**src/rtl/clock_works.sv**
```systemverilog
// Clock divider with a tick strobe one cycle ahead of each divided rising edge,
// and a reset stretcher that holds resetn_out low for RST_STRETCH clk_out rises.
module clock_works #(
    parameter int SLOW            = 19,
    parameter int RST_STRETCH     = 16,
    parameter bit BTN_ACTIVE_HIGH = 1'b1
) (
    input  logic clk,
    input  logic resetn,
    input  logic RESET,
    output logic clk_out,
    output logic resetn_out,
    output logic tick
);

    localparam int TICK_INT = (1 << SLOW) - 1;
    localparam logic [SLOW:0] TICK_AT = TICK_INT[SLOW:0];
    localparam int LAST_INT = RST_STRETCH - 1;
    localparam logic [15:0] STRETCH_LAST = LAST_INT[15:0];

    logic [SLOW:0] cnt;
    logic          btn_raw;
    logic          btn_meta;
    logic          btn_sync;
    logic [15:0]   scnt;
    logic          rn_q;

    assign btn_raw = BTN_ACTIVE_HIGH ? RESET : ~RESET;

    always_ff @(posedge clk) begin
        if (!resetn) begin
            cnt <= '0;
        end else begin
            cnt <= cnt + 1'b1;
        end
    end

    assign clk_out = cnt[SLOW];
    assign tick    = (cnt == TICK_AT);

    // Two-flop synchronizer; the button is only ever seen through btn_sync.
    always_ff @(posedge clk) begin
        if (!resetn) begin
            btn_meta <= 1'b0;
            btn_sync <= 1'b0;
        end else begin
            btn_meta <= btn_raw;
            btn_sync <= btn_meta;
        end
    end

    always_ff @(posedge clk) begin
        if (!resetn) begin
            scnt <= '0;
            rn_q <= 1'b0;
        end else if (btn_sync) begin
            scnt <= '0;
            rn_q <= 1'b0;
        end else if (tick && !rn_q) begin
            scnt <= scnt + 16'd1;
            // Release lands on the edge where clk_out rises.
            if (scnt == STRETCH_LAST) begin
                rn_q <= 1'b1;
            end
        end
    end

    assign resetn_out = rn_q;

endmodule

```
**config.mk**
```make
export PLATFORM = sky130hd
export DESIGN_NAME = clock_works
export DESIGN_NICKNAME = d
export VERILOG_FILES = /design/src/rtl/clock_works.sv
export SDC_FILE = /design/constraint.sdc
export NUM_CORES = 1
export LEC_CHECK = 0
export ABC_AREA = 0
export CORE_ASPECT_RATIO = 1.25
export CORE_MARGIN = 5
export CORE_UTILIZATION = 60
export DETAILED_ROUTE_END_ITERATION = 8
export PLACE_DENSITY = 0.78
export SYNTH_ARGS = -nofsm -noshare
export SYNTH_HDL_FRONTEND = slang
export SYNTH_SLANG_ARGS = --single-unit
export TNS_END_PERCENT = 1
```
**constraint.sdc**
```tcl
create_clock -name clk -period 2.2 [get_ports clk]
set_input_delay 0.66 -clock clk [delete_from_list [all_inputs] [get_ports clk]]
set_output_delay 0.66 -clock clk [all_outputs]
set_load 0.01 [all_outputs]
```
==> metrics.cfg <==
[floorplanning]
row_count=23
core_sq_um=3140
ios=6
dieArea_sq_um=4440
start_util_pct=61.3
die_w_microns=60.6
die_h_microns=73.3

[worst_setup_path]
critPathRequiredTime_ns=1.54
critical_path_arrival_ns=1.46
end_kind=output pin
crit_slowest_cell=dfxtp_2
r2r_cells=6
start_kind=register
worst-setup-path-type=register to output pin
rr_endpoint=scnt[14]
ff2ff_setup_slack_ns=0.08
r2r_start=cnt[0]
path_cells=ha_4 -> and3_4 -> nand2_1 -> nor4_2 -> buf_2
cp_max_fo=2
slowest_delay_ns=0.36

[sta]
max_freq_mhz=471
timing.hold.ws_ns=0.447
max-slew-margin-rel_pct=70.6
hold_violations=0
worst_pin_slew_ns=0.436
slew_violations=0
layout_setup_ws_ns=0.0771
rsz0062_at_grt=true
fin_crit_ns=2.12
finalSetupTns_ns=0
fin_crit_sh_pct=96.5
setup_violations=0
clock_skew_ns=0.00825

[grt]
gr-total-overflow=0
grt_max_degree=22
grt_pass1_wl_microns=8110
track_usage_pct=24.1
grt_pass1_vias=1767
antenna_found_initial=0

[placed_design]
portBuffers=5
hpwlAfterDp_microns=3190
place_area_sq_um=2180
gp_congestion=0.844
place_ws_ns=-0.0914

[synth]
synth_compound_area_share_pct=11.4
yosys.area.top_type=dfxtp_1
ys_ff_latch=39
synth_most_common_cell=dfxtp_1
syn_avg_cell_area_sq_um=8.94
yosysWarnings=0
synthCells=215
yosys-top-cells-count=39 x dfxtp_1, 18 x nor2_1, 15 x a21oi_1
synth_top_family_by_area=simple AND/OR/NAND/NOR gates
synth_xor_area_share_pct=5.92
syn-num-nets=220
synthFlopType=dfxtp_1
synth_fa_ha_area_share_pct=1.30
synth_mux_area_share_pct=2.08
ys_async_sr_fraction_pct=0
synth_edf_count=0
synth_top_area_share_pct=40.6
synthTopCellsByArea=dfxtp_1 41%, or4_1 4.3%, xnor2_1 4.1%
yosysUniqueCellTypes=41
ys_seq_area_share_pct=40.6
syn_area_sq_um=1920
synthSimpleGateAreaFrac_pct=34.8

[cts]
htree_levels=2
clk_pin_slew_ns=0.06
cts_root_buffer=clkbuf_8
clock_path_buffers=2
holdBufCountCts=0
clk-insertion-delay-late_ns=0.29
numClockSinks=39
cts_buffers=5
cts_tree=built
postCtsSetupRepairBufs=0

[cells_and_area]
diodes=0
utilization_pct=72.8
drive_above_1_share_pct=22.0
syn2layout_area_growth_pct=18.7
fin_nets=252
num-fill-cells=234
design_area_sq_um=2280

[power]
total_leakage_power_nw=0.768
powerDensity_nw_per_um2=526
intPower_w=0.000947
netSwitchingPower_w=0.000255
p_comb_share_pct=4.0
swShare_pct=21.2
ir_drop_v=0.000653
seqPwrFrac_pct=59.7
p_clk_share_pct=36.3

[min_path]
min_to=btn_sync
hold_depth=1
min-delay-start=btn_meta
hp-class=register to register

[route]
drtIter0Drc=165
drc=0
wire_per_inst_microns=16.2
wl_microns=4590
viasPerCell=6.25
drtPass1Iterations=4
antenna_left=0
vias=1769

[run]
drv_cap=0

[outcome]
status=completed

-- power by group through the flow --
stage	Sequential, W	Clock, W	Combinational [W]
after floorplan	0.000733	0	0.0000212
after global placement	0.000731	0	0.0000442
after detailed placement	0.000731	0	0.0000468
after CTS	0.000715	0.000442	0.0000472
after global routing	0.000718	0.000483	0.0000539
final	0.000718	0.000436	0.0000483
-- state kept, by name, indices dropped and copies added, names as in the netlist --
name	flops
btn_meta	1
btn_sync	1
cnt	20
resetn_out	1
scnt	16
-- layout make-up --
type                    instances  area (sq um)  share of cell area (%)
clock buffers                   6          72.6                    3.18
inverters                       5          18.8                   0.822
multi-input cells             163          1110                    48.5
flip-flops and latches         39           783                    34.3
well taps                      37          46.3                    2.03
repair buffers                 33           255                    11.2
-- layout by cell type, fill, tap and decap left out, drive strengths merged, types with 4 or more instances in the layout --
cell type	count
inv	4
and2	5
buf	29
nand3	15
nand4	8
dfxtp	39
mux2i	4
a21oi	15
nand2	14
and4	4
and3	5
or3	4
nor3	4
xnor2	9
nor2	18
or4	11
o21ai	5
clkbuf	6
xor2	4
o31ai	9
clkdlybuf4s50	4
nor4	11
-- metrics by stage --
step / cells / power (W)
finish: 283 / 0.00120
CTS: 283 / 0.00120
floorplan: 215 / 0.000754
detailed placement: 276 / 0.000778
global route: 283 / 0.00125
global placement: 276 / 0.000775
-- repair_timing --
item                                    CTS  global route
pin swaps                                 1             2
gates resized for setup                   5             6
endpoints found under the setup margin    2            12
cloned                                    1             0
-- layer usage --
metal  up-vias  track usage [%]  routed length, microns  share of wire, %
met1       839             29.8                    1860                41
met2        53             40.8                    2390                52
met3        13             5.27                     239               5.2
met4         0             7.71                      93               2.0
li1        864                -                       -                 -
met5         -                0                       0                 0
-- how the worst max path moves through the flow --
stage                start  endpoint  slack (ns)  depth (start not counted)
floorplan           cnt[7]      tick        0.04                          5
detailed placement  cnt[0]      tick       -0.09                          5
global route        cnt[0]  scnt[14]       -0.03                          6
global placement    cnt[0]      tick      -0.006                          5
CTS                 cnt[0]      tick      0.0008                          5
finish              cnt[0]      tick        0.08                          5
-- cell families (layout without fill, tap and decap cells) --
logic type	count (synthesis)	in the layout
XOR/XNOR	13	13
AND/OR/NAND/NOR	108	109
AO/OA/AOI/OAI	35	35
multiplexers	4	4
buffers and inverters	14	44
adder cells (fa/ha/maj)	2	2
flip-flops	39	39
-- critical path, delay by kind of cell (launching register included) --
kind	cells	cell delay [ns]
flip-flops	1	0.36
AND/OR/NAND/NOR	3	0.51
buffers and inverters	1	0.17
adder cells (fa/ha/maj)	1	0.14
(Power assumes the default switching activity.)
